===== config.mk =====
export PLATFORM = sky130hd
export DESIGN_NAME = avalon_burst_reader
export DESIGN_NICKNAME = d
export VERILOG_FILES = /design/src/rtl/avalon_burst_reader_pkg.sv /design/src/rtl/avalon_burst_reader_fifo.sv /design/src/rtl/avalon_burst_reader.sv
export SDC_FILE = /design/constraint.sdc
export NUM_CORES = 1
export LEC_CHECK = 0
export CORE_MARGIN = 4
export CORE_UTILIZATION = 35
export DETAILED_ROUTE_END_ITERATION = 7
export HOLD_SLACK_MARGIN = 0.05
export SLEW_MARGIN = 15
export SYNTH_ARGS = -nofsm -noshare
export SYNTH_HDL_FRONTEND = slang
export SYNTH_HIERARCHICAL = 1
export SYNTH_SLANG_ARGS = --single-unit

===== constraint.sdc =====
create_clock -name clk -period 7.9 [get_ports clk]
set_input_delay 1.975 -clock clk [delete_from_list [all_inputs] [get_ports clk]]
set_output_delay 1.975 -clock clk [all_outputs]
set_load 0.02 [all_outputs]

===== src/rtl/avalon_burst_reader_pkg.sv =====
// Shared definitions for the Avalon-MM burst reader: FSM encoding and the
// byteenable fill constant.
package avalon_burst_reader_pkg;

  typedef enum logic [1:0] {
    ST_IDLE  = 2'd0,
    ST_ISSUE = 2'd1,
    ST_DRAIN = 2'd2,
    ST_DONE  = 2'd3
  } state_t;

  // Wide enough for any DATA_W up to 1024 bits; users slice the low DATA_W/8 bits.
  localparam int unsigned          BE_MAX_W    = 128;
  localparam logic [BE_MAX_W-1:0]  BE_ALL_ONES = '1;

endpackage


===== src/rtl/avalon_burst_reader_fifo.sv =====
// Show-ahead synchronous FIFO: rd_data always presents the oldest entry.
// Writes while full (without a simultaneous read) and reads while empty are ignored.
module sync_fifo #(
  parameter int unsigned WIDTH = 32,
  parameter int unsigned DEPTH = 4
) (
  input  logic                     clk,
  input  logic                     reset_n,
  input  logic                     wr_en,
  input  logic [WIDTH-1:0]         wr_data,
  input  logic                     rd_en,
  output logic [WIDTH-1:0]         rd_data,
  output logic                     empty,
  output logic                     full,
  output logic [$clog2(DEPTH):0]   count
);

  localparam int unsigned        PTR_W    = $clog2(DEPTH);
  localparam logic [PTR_W:0]     FULL_CNT = (PTR_W+1)'(DEPTH);

  logic [WIDTH-1:0] r_mem [DEPTH];
  logic [PTR_W-1:0] r_wr_ptr;
  logic [PTR_W-1:0] r_rd_ptr;
  logic [PTR_W:0]   r_count;
  logic             w_wr;
  logic             w_rd;

  assign w_rd = rd_en && (r_count != '0);
  assign w_wr = wr_en && ((r_count != FULL_CNT) || w_rd);

  always_ff @(posedge clk) begin
    if (w_wr) r_mem[r_wr_ptr] <= wr_data;
  end

  always_ff @(posedge clk or negedge reset_n) begin
    if (!reset_n) begin
      r_wr_ptr <= '0;
      r_rd_ptr <= '0;
      r_count  <= '0;
    end else begin
      if (w_wr) r_wr_ptr <= r_wr_ptr + 1'b1;
      if (w_rd) r_rd_ptr <= r_rd_ptr + 1'b1;
      case ({w_wr, w_rd})
        2'b10:   r_count <= r_count + 1'b1;
        2'b01:   r_count <= r_count - 1'b1;
        default: r_count <= r_count;
      endcase
    end
  end

  assign rd_data = r_mem[r_rd_ptr];
  assign empty   = (r_count == '0);
  assign full    = (r_count == FULL_CNT);
  assign count   = r_count;

endmodule


===== src/rtl/avalon_burst_reader.sv =====
// Avalon-MM burst reader: issues word_count sequential reads from start_addr,
// limited by a credit of DEPTH (in flight + buffered), and streams the returns out.
module avalon_burst_reader
  import avalon_burst_reader_pkg::*;
#(
  parameter int unsigned DATA_W = 32,
  parameter int unsigned ADDR_W = 32,
  parameter int unsigned LEN_W  = 8,
  parameter int unsigned DEPTH  = 4
) (
  input  logic                clk,
  input  logic                reset_n,
  input  logic                start,
  input  logic [ADDR_W-1:0]   start_addr,
  input  logic [LEN_W-1:0]    word_count,
  output logic [ADDR_W-1:0]   avm_address,
  output logic                avm_read,
  output logic [DATA_W/8-1:0] avm_byteenable,
  input  logic                avm_waitrequest,
  input  logic                avm_readdatavalid,
  input  logic [DATA_W-1:0]   avm_readdata,
  output logic [DATA_W-1:0]   out_data,
  output logic                out_valid,
  input  logic                out_ready,
  output logic                busy,
  output logic                done
);

  localparam int unsigned       BE_W      = DATA_W / 8;
  localparam int unsigned       CNT_W     = $clog2(DEPTH) + 1;
  localparam logic [ADDR_W-1:0] ADDR_STEP = ADDR_W'(BE_W);
  localparam logic [CNT_W:0]    DEPTH_C   = (CNT_W+1)'(DEPTH);
  localparam logic [BE_W-1:0]   BE_ONES   = BE_ALL_ONES[BE_W-1:0];

  state_t            r_state;
  logic              r_read;
  logic              r_busy;
  logic              r_done;
  logic [BE_W-1:0]   r_be;
  logic [ADDR_W-1:0] r_addr;
  logic [LEN_W-1:0]  r_remaining;
  logic [CNT_W-1:0]  r_outstanding;

  logic              w_issue;
  logic              w_ret;
  logic              w_pop;
  logic              w_empty;
  logic              w_full;
  logic [CNT_W-1:0]  w_fifo_count;
  logic [CNT_W-1:0]  w_out_nxt;
  logic [CNT_W-1:0]  w_cnt_nxt;
  logic [LEN_W-1:0]  w_rem_nxt;
  logic              w_read_nxt;

  // avm_read is registered, so the credit test looks ahead at next-cycle
  // outstanding/occupancy; a stalled request is always held regardless of credit.
  always_comb begin
    w_issue    = r_read && !avm_waitrequest;
    w_ret      = avm_readdatavalid && (r_outstanding != '0) &&
                 ((r_state == ST_ISSUE) || (r_state == ST_DRAIN));
    w_pop      = out_ready && !w_empty;
    w_out_nxt  = r_outstanding + CNT_W'(w_issue) - CNT_W'(w_ret);
    w_cnt_nxt  = w_fifo_count + CNT_W'(w_ret) - CNT_W'(w_pop);
    w_rem_nxt  = r_remaining - LEN_W'(w_issue);
    w_read_nxt = (r_state == ST_ISSUE) &&
                 ((r_read && avm_waitrequest) ||
                  ((w_rem_nxt != '0) && !w_full &&
                   (({1'b0, w_out_nxt} + {1'b0, w_cnt_nxt}) < DEPTH_C)));
  end

  always_ff @(posedge clk or negedge reset_n) begin
    if (!reset_n) begin
      r_state       <= ST_IDLE;
      r_read        <= 1'b0;
      r_busy        <= 1'b0;
      r_done        <= 1'b0;
      r_be          <= '0;
      r_addr        <= '0;
      r_remaining   <= '0;
      r_outstanding <= '0;
    end else begin
      r_outstanding <= w_out_nxt;
      r_done        <= 1'b0;
      r_read        <= w_read_nxt;
      r_be          <= w_read_nxt ? BE_ONES : '0;
      if (w_issue) begin
        r_addr      <= r_addr + ADDR_STEP;
        r_remaining <= w_rem_nxt;
      end
      unique case (r_state)
        ST_IDLE: begin
          if (start) begin
            r_busy <= 1'b1;
            if (word_count != '0) begin
              r_state     <= ST_ISSUE;
              r_addr      <= start_addr;
              r_remaining <= word_count;
              r_read      <= 1'b1;
              r_be        <= BE_ONES;
            end else begin
              r_state <= ST_DONE;
              r_done  <= 1'b1;
            end
          end
        end
        ST_ISSUE: begin
          if (w_issue && (r_remaining == LEN_W'(1))) r_state <= ST_DRAIN;
        end
        ST_DRAIN: begin
          if ((r_outstanding == '0) && w_empty) begin
            r_state <= ST_DONE;
            r_done  <= 1'b1;
          end
        end
        ST_DONE: begin
          r_state <= ST_IDLE;
          r_busy  <= 1'b0;
        end
        default: r_state <= ST_IDLE;
      endcase
    end
  end

  sync_fifo #(
    .WIDTH (DATA_W),
    .DEPTH (DEPTH)
  ) u_ret_fifo (
    .clk     (clk),
    .reset_n (reset_n),
    .wr_en   (w_ret),
    .wr_data (avm_readdata),
    .rd_en   (w_pop),
    .rd_data (out_data),
    .empty   (w_empty),
    .full    (w_full),
    .count   (w_fifo_count)
  );

  assign avm_address    = r_addr;
  assign avm_read       = r_read;
  assign avm_byteenable = r_be;
  assign out_valid      = !w_empty;
  assign busy           = r_busy;
  assign done           = r_done;

endmodule


==> results of run 1 <==
-- cell families (layout without fill, tap and decap cells) --
family                     after synthesis  in the layout  share of synthesized area
and+or+nand+nor                        145            145                      0.101
DFF                                    183            183                      0.643
xor gates and xnor gates                46             46                     0.0496
adders and majority gates               20             20                     0.0336
AOI/OAI and AO/OA                       52             52                     0.0402
buffers and inverters                   48            209                     0.0291
muxes                                   43             43                      0.104
-- power groups by stage --
| stage | Combinational, uW | Sequential, uW | Clock, uW |
|---|---|---|---|
| floorplan | 993 | 1560 | 0 |
| global placement | 1660 | 1510 | 0 |
| detailed placement | 1710 | 1530 | 0 |
| CTS | 1720 | 1510 | 895 |
| global route | 1830 | 1540 | 940 |
| finish | 1680 | 1510 | 868 |
-- sequential cells by signal (all words and copies together), names as in the netlist --
name                 cells
r_state                  2
u_ret_fifo/count         3
r_remaining              8
avm_address             32
u_ret_fifo/r_rd_ptr      2
done                     1
busy                     1
u_ret_fifo/r_wr_ptr      2
avm_byteenable           1
u_ret_fifo/r_mem       128
r_outstanding            3
-- final timing paths --
kind                                         from                      to  slack (ns)
max                             avm_readdatavalid       avm_byteenable[2]        3.12
min                        u_ret_fifo/r_rd_ptr[1]  u_ret_fifo/r_rd_ptr[1]        0.49
max reg2reg                   u_ret_fifo/count[0]       avm_byteenable[2]        4.18
min reg2reg                u_ret_fifo/r_rd_ptr[1]  u_ret_fifo/r_rd_ptr[1]        0.49
max in group asynchronous                 reset_n  u_ret_fifo/r_rd_ptr[0]        5.68
min in group asynchronous                 reset_n          r_remaining[3]        1.69
-- Yosys cell counts (2+ instances only) --
master	number	area share
sky130_fd_sc_hd__a21oi_1	2	0.0012
sky130_fd_sc_hd__and2_1	7	0.0054
sky130_fd_sc_hd__and3_1	7	0.0054
sky130_fd_sc_hd__buf_2	9	0.0055
sky130_fd_sc_hd__buf_4	9	0.0083
sky130_fd_sc_hd__clkbuf_1	4	0.0018
sky130_fd_sc_hd__dfrtp_1	55	0.17
sky130_fd_sc_hd__edfxtp_1	128	0.47
sky130_fd_sc_hd__fa_1	3	0.0074
sky130_fd_sc_hd__ha_1	17	0.026
sky130_fd_sc_hd__inv_1	23	0.011
sky130_fd_sc_hd__mux2_1	2	0.0028
sky130_fd_sc_hd__mux2_2	6	0.0083
sky130_fd_sc_hd__mux2i_1	3	0.0037
sky130_fd_sc_hd__mux4_2	32	0.089
sky130_fd_sc_hd__nand2_1	54	0.025
sky130_fd_sc_hd__nand2b_1	2	0.0015
sky130_fd_sc_hd__nand3_1	20	0.012
sky130_fd_sc_hd__nand4_1	16	0.012
sky130_fd_sc_hd__nor2_1	10	0.0046
sky130_fd_sc_hd__nor2b_1	4	0.0031
sky130_fd_sc_hd__nor3_1	5	0.0031
sky130_fd_sc_hd__nor4_1	3	0.0023
sky130_fd_sc_hd__nor4_2	3	0.0046
sky130_fd_sc_hd__o2111ai_1	2	0.0022
sky130_fd_sc_hd__o21ai_0	36	0.022
sky130_fd_sc_hd__or2_2	2	0.0015
sky130_fd_sc_hd__xnor2_1	15	0.016
sky130_fd_sc_hd__xor2_1	31	0.033
-- per-stage QoR --
stage | utilization | hold slack [ns] | area [sq um] | worst slack, ns
floorplan | - | 0.474 | 8120 | 3.58
global placement | 0.434 | 0.469 | 9860 | 2.84
detailed placement | 0.434 | 0.495 | 9860 | 2.67
CTS | 0.461 | 0.504 | 10500 | 3.01
global route | 0.461 | 0.505 | 10500 | 2.93
finish | 0.461 | 0.490 | 10500 | 3.12
-- worst max-delay path, cell delays in order --
cell and delay (ns):
sky130_fd_sc_hd__clkdlybuf4s50_1 0.48, sky130_fd_sc_hd__nand2_1 0.06, sky130_fd_sc_hd__nor2_1 0.52, sky130_fd_sc_hd__ha_1 0.24, sky130_fd_sc_hd__inv_1 0.04, sky130_fd_sc_hd__ha_1 0.18, sky130_fd_sc_hd__fa_1 0.37, sky130_fd_sc_hd__xor2_1 0.17
sky130_fd_sc_hd__xnor2_1 0.21, sky130_fd_sc_hd__ha_1 0.27, sky130_fd_sc_hd__nor4_1 0.25, sky130_fd_sc_hd__nand2_1 0.09, sky130_fd_sc_hd__a21oi_1 0.15, sky130_fd_sc_hd__a21o_1 0.12
-- per-layer routing --
metal  up-vias  track usage  wire length (um)
li1       2292            -                 -
met1      2428        0.178              7830
met2       141        0.235              8650
met3        17       0.0429               929
met5         -            0                 0
met4         0       0.0336               148
-- area by class of cell --
class                           count  area [sq um]
Fill cell                        2001         12200
Sequential cell                   183          5220
Multi-Input combinational cell    306          2680
Timing Repair Buffer              153          1520
Clock buffer                       17           425
Tap cell                          285           357
Clock inverter                     15           186
Inverter                           24          90.1
==> metrics.log, run 1 <==
[metrics] run status: finished, final reports clean
[metrics] total overflow reported by the global router: 0
[metrics] Overall Global Routing Usage: 0.140
[metrics] number of antenna violations at the first check in global routing: 0
[metrics] number of standard cells after synthesis: 537
[metrics] most used cells in the layout excluding fill and tap cells: sky130_fd_sc_hd__clkdlybuf4s50_1, sky130_fd_sc_hd__edfxtp_1, sky130_fd_sc_hd__nand2_1, sky130_fd_sc_hd__dfrtp_1, sky130_fd_sc_hd__o21ai_0
[metrics] Final TNS setup: 0 ns
[metrics] Data required, critical path: 8.27 ns
[metrics] post-detailed-routing wire length: 17.6 mm
[metrics] pin count of the biggest net entering global routing: 67
[metrics] insertion delay to the later sink of the worst-skew pair: 0.43 ns
[metrics] wire length of the first global-routing pass: 28.6 mm
[metrics] Hold Path Class: reg2reg
[metrics] Max Slew Vio Count: 0
[metrics] via density per instance: 4.96
[metrics] number of remaining DRC errors: 0
[metrics] internal cell power: 2590 uW
[metrics] maximum clock frequency: ~0.21 GHz
[metrics] final critical-path required period: 4.78 ns
[metrics] hold-fix buffers at CTS: 0
[metrics] detailed router's first-iteration violation count: 308
[metrics] count of endpoints failing setup in the final report: 0
[metrics] Avg Synthesized Cell Area: 15.1 sq um
[metrics] number of global-route vias before repair: 5,426
[metrics] total leakage power: around 0.0037 uW
[metrics] commonest non-fill, non-tap cell in the layout: sky130_fd_sc_hd__clkdlybuf4s50_1
[metrics] Die Height: around 160 um
[metrics] sum of net half-perimeters after detailed placement: 11.7 mm
[metrics] level count of the clock H-tree: 4
[metrics] Psw: about 1500 uW
[metrics] share of the yosys chip area belonging to registers: 0.643
[metrics] count of yosys warnings during synthesis: 6
[metrics] antenna diode count: 0
[metrics] total chip power: 4060 uW
[metrics] Initial Util: 0.358
[metrics] clock-pin transition on the worst setup and hold timing paths: 0.08 ns
[metrics] number of sinks driven by the clock tree: 183
[metrics] # Max-Cap Violations: 0
[metrics] slew at the pin closest to its max-slew limit: just over 0.9 ns
[metrics] core area: 0.0227 sq mm
[metrics] number of buffers inserted to repair setup after CTS: 0
[metrics] register bit count reported by yosys: approximately 180
[metrics] Setup CP Type: in2reg
[metrics] TritonCTS Buffers: 17
[metrics] root cell of the clock tree: sky130_fd_sc_hd__clkbuf_16
[metrics] final hold viol count: 0
[metrics] fraction of final layout cells sized beyond drive strength 1: 0.139
[metrics] Rel. slew slack: 0.388
[metrics] Final #Nets: 783
[metrics] unrepaired setup endpoints after global routing: false
[metrics] clock tree from TritonCTS: done
[metrics] worst clock skew: 0.0161 ns
[metrics] post-synth net total: 635
[metrics] share of the clock period used by the worst path: 0.605
[metrics] total die area: 0.0257 sq mm
[metrics] synth unique cells: 56
[metrics] combinational power share: 0.414
[metrics] Mapped Area: 0.00812 sq mm
[metrics] Power Density: 387 mW/mm^2
[metrics] via total after detailed routing: approximately 5,000
[metrics] placer's final routability congestion estimate: around 0.78
[metrics] switching share of total power: 0.362
[metrics] number of placed cells counting well taps: 951
[metrics] Max FO, Critical Path: 11
[metrics] WP data arrival: 5.14 ns
[metrics] number of instances on the worst hold path: 1
[metrics] detailed-route wire length per cell: 17.9 um
[metrics] remaining number of nets flagged by the antenna check after routing: 0
[metrics] EDFF count, synth: 128
[metrics] top-level I/O count: 150
[metrics] sort of element at the start of the critical path: primary input
[metrics] maximum VDD drop: 0.182 mV
[metrics] quantity of I/O buffers inserted on ports: 149
[metrics] share of power burned in registers: 0.372
[metrics] Post-synth ARST share: 0.301
[metrics] clock network fraction of design power: 0.214
[metrics] Rows: 55
[metrics] cell depth of the worst flop-to-flop path: 13
[metrics] most used flip-flop cell after synthesis: sky130_fd_sc_hd__edfxtp_1
[metrics] area added between synthesis and finish: 29.0%
[metrics] die span in x: around 160 um
[metrics] maximum buffer depth of the clock tree: 2
[metrics] Resized Gates After CTS: 0
[metrics] final standard cell count with taps included and fillers excluded: between 900 and 1,000
[metrics] kind of capture point of the worst setup path: flip-flop
[metrics] TritonRoute pass-1 iters: 4
(Power assumes the default switching activity.)
==> run 2: changes to the inputs <==
==> constraint.sdc (replaced) <==
create_clock -name clk -period 4.35 [get_ports clk]
set_input_delay 1.0875 -clock clk [delete_from_list [all_inputs] [get_ports clk]]
set_output_delay 1.0875 -clock clk [all_outputs]
set_load 0.02 [all_outputs]
==> metrics.log, run 2 (synthesis gave the netlist of run 1 again) <==
[metrics] run status: finished, final reports clean
[metrics] Resized Gates After CTS: 0
[metrics] Rel. slew slack: 0.458
[metrics] cell with the largest stage delay on the worst path: sky130_fd_sc_hd__clkdlybuf4s50_1
[metrics] GRT busiest layer: met2
[metrics] wire length of the first global-routing pass: 29.3 mm
[metrics] TritonCTS Buffers: 17
[metrics] via density per instance: 5.01
[metrics] Rows: 55
[metrics] unrepaired setup endpoints after global routing: false
[metrics] detailed-route wire length per cell: 17.9 um
[metrics] area added between synthesis and finish: 29.6%
[metrics] CP most frequent cell: sky130_fd_sc_hd__ha_1
[metrics] clock network fraction of design power: 0.200
[metrics] Initial Util: 0.358
[metrics] total leakage power: ~0.0037 uW
[metrics] clock-pin transition on the worst setup and hold timing paths: 0.07 ns
[metrics] count of endpoints failing setup in the final report: 0
[metrics] die span in x: 160 um
[metrics] via total after detailed routing: 4,978
[metrics] post-detailed-routing wire length: around 18 mm
[metrics] worst clock skew: 0.00873 ns
[metrics] biggest cell delay along the critical path: 0.44 ns
[metrics] Post-Route Hold Slack: 0.517 ns
[metrics] Max FO, Critical Path: 6
[metrics] quantity of I/O buffers inserted on ports: 149
[metrics] total die area: 0.0257 sq mm
[metrics] Data required, critical path: 4.72 ns
[metrics] maximum buffer depth of the clock tree: 2
[metrics] clock tree from TritonCTS: done
[metrics] combinational power share: 0.428
[metrics] kind of capture point of the worst setup path: flip-flop
[metrics] worst path cell trace: clkdlybuf4s50_1, nand2b_1, ha_1, inv_1, ha_1, fa_1, xor2_1, xnor2_1, ha_1, nor4_1, nand2_1, a21oi_1, a21o_1
[metrics] GR Layer Usage met1: 0.184
[metrics] TritonRoute pass-1 iters: 4
[metrics] insertion delay to the later sink of the worst-skew pair: 0.43 ns
[metrics] most used cells in the layout excluding fill and tap cells: sky130_fd_sc_hd__clkdlybuf4s50_1, sky130_fd_sc_hd__edfxtp_1, sky130_fd_sc_hd__nand2_1, sky130_fd_sc_hd__dfrtp_1, sky130_fd_sc_hd__o21ai_0
[metrics] total overflow reported by the global router: 0
[metrics] number of sinks driven by the clock tree: 183
[metrics] Buf/Inv on CP: 2
[metrics] Top Family by Delay on Critical Path: adder cells
[metrics] global-route met3 utilization: 0.0426
[metrics] maximum VDD drop: 0.345 mV
[metrics] internal cell power: approximately 4600 uW
[metrics] number of remaining DRC errors: 0
[metrics] hold-fix buffers at CTS: 0
[metrics] Final #Nets: 793
[metrics] final critical-path required period: 3.62 ns
[metrics] pin count of the biggest net entering global routing: 33
[metrics] Max Slew Vio Count: 0
[metrics] sum of net half-perimeters after detailed placement: 11.9 mm
[metrics] Power Density: 696 mW/mm^2
[metrics] final hold viol count: 0
[metrics] commonest non-fill, non-tap cell in the layout: sky130_fd_sc_hd__clkdlybuf4s50_1
[metrics] remaining number of nets flagged by the antenna check after routing: 0
[metrics] placer's final routability congestion estimate: just over 0.8
[metrics] slew at the pin closest to its max-slew limit: 0.812 ns
[metrics] top register by number of flip-flops: u_ret_fifo/r_mem
[metrics] number of global-route vias before repair: 5,550
[metrics] fraction of final layout cells sized beyond drive strength 1: 0.150
[metrics] Hold Path Class: reg2reg
[metrics] maximum clock frequency: around 0.28 GHz
[metrics] number of buffers inserted to repair setup after CTS: 0
[metrics] WP data arrival: about 4 ns
[metrics] share of the clock period used by the worst path: 0.832
[metrics] switching share of total power: 0.368
[metrics] # Max-Cap Violations: 0
[metrics] Global Route met2 Usage: 0.242
[metrics] core area: 0.0227 sq mm
[metrics] Psw: 2690 uW
[metrics] sort of element at the start of the critical path: primary input
[metrics] Largest register FFs: 128
[metrics] share of power burned in registers: 0.371
[metrics] Overall Global Routing Usage: 0.143
[metrics] Die Height: 160 um
[metrics] top-level I/O count: 150
[metrics] Final TNS setup: 0 ns
[metrics] number of antenna violations at the first check in global routing: 0
[metrics] level count of the clock H-tree: 4
[metrics] root cell of the clock tree: sky130_fd_sc_hd__clkbuf_16
[metrics] detailed router's first-iteration violation count: 281
[metrics] Setup CP Type: in2reg
==> run 2: changes by cell type in the layout (fill, tap and decap cells not counted) <==
| cell | previous run | this run |
|---|---|---|
| sky130_fd_sc_hd__buf_4 | 4 | 13 |
| sky130_fd_sc_hd__inv_6 | 5 | 1 |
| sky130_fd_sc_hd__diode_2 | 0 | 2 |
| sky130_fd_sc_hd__clkinv_2 | 1 | 0 |
| sky130_fd_sc_hd__clkinv_4 | 0 | 2 |
| sky130_fd_sc_hd__bufinv_16 | 2 | 0 |
| sky130_fd_sc_hd__clkinvlp_4 | 3 | 5 |
| sky130_fd_sc_hd__inv_8 | 2 | 4 |
| sky130_fd_sc_hd__buf_12 | 0 | 1 |
==> run 2: worst reg2reg max path: stages, from the launching register on <==
cell,delay [ns]
sky130_fd_sc_hd__dfrtp_1,0.41
sky130_fd_sc_hd__inv_1,0.08
sky130_fd_sc_hd__ha_1,0.33
sky130_fd_sc_hd__nand2_1,0.09
sky130_fd_sc_hd__nor2_1,0.06
sky130_fd_sc_hd__ha_1,0.29
sky130_fd_sc_hd__inv_1,0.04
sky130_fd_sc_hd__ha_1,0.18
sky130_fd_sc_hd__fa_1,0.38
sky130_fd_sc_hd__xor2_1,0.16
sky130_fd_sc_hd__xnor2_1,0.19
sky130_fd_sc_hd__ha_1,0.27
sky130_fd_sc_hd__nor4_1,0.26
sky130_fd_sc_hd__nand2_1,0.10
sky130_fd_sc_hd__a21oi_1,0.15
sky130_fd_sc_hd__a21o_1,0.12
==> run 2: final timing paths <==
check / from / end / slack (ns) / depth (start not counted)
max: avm_waitrequest / avm_byteenable[2] / 0.73 / 13
max in group asynchronous: reset_n / avm_address[7] / 2.82 / 2
min in group asynchronous: reset_n / r_remaining[3] / 0.68 / 1
min: avm_address[0] / avm_address[0] / 0.52 / 1
max reg2reg: r_state[0] / avm_byteenable[2] / 1.20 / 15
min reg2reg: avm_address[0] / avm_address[0] / 0.52 / 1
==> run 2: power by group through the flow <==
stage               registers (uW)  clock network [uW]  logic, uW
CTS                           2720                1510       3200
detailed placement            2750                   0       3180
global placement              2720                   0       3110
floorplan                     2830                   0       1800
finish                        2720                1470       3130
global route                  2780                1580       3420
==> run 2: metal layers <==
layer | routed length, um | vias to the layer above
met2 | 8690 | 157
met3 | 1030 | 18
met1 | 7890 | 2491
li1 | - | 2312
met4 | 143 | 0
met5 | 0 | -
==> run 2: through the flow <==
| stage | total power (uW) | setup slack (ns) | util | instances | area [sq um] |
|---|---|---|---|---|---|
| after global placement | 5840 | 0.350 | 0.438 | 961 | 9950 |
| after floorplan | 4630 | 0.913 | - | 537 | 8120 |
| after detailed placement | 5930 | 0.231 | 0.438 | 961 | 9950 |
| after global routing | 7790 | 0.536 | 0.463 | 992 | 10500 |
| after CTS | 7430 | 0.719 | 0.463 | 992 | 10500 |
| final | 7320 | 0.729 | 0.463 | 994 | 10500 |
==> run 2: cell type report <==
cell class,instances,area (sq um)
clock buffer,17,425
fill,1998,12200
tap,285,357
timing repair buffer,163,1600
inverter,24,90.1
sequential,183,5220
multi-input combinational,306,2680
antenna,2,5.00
clock inverter,14,141
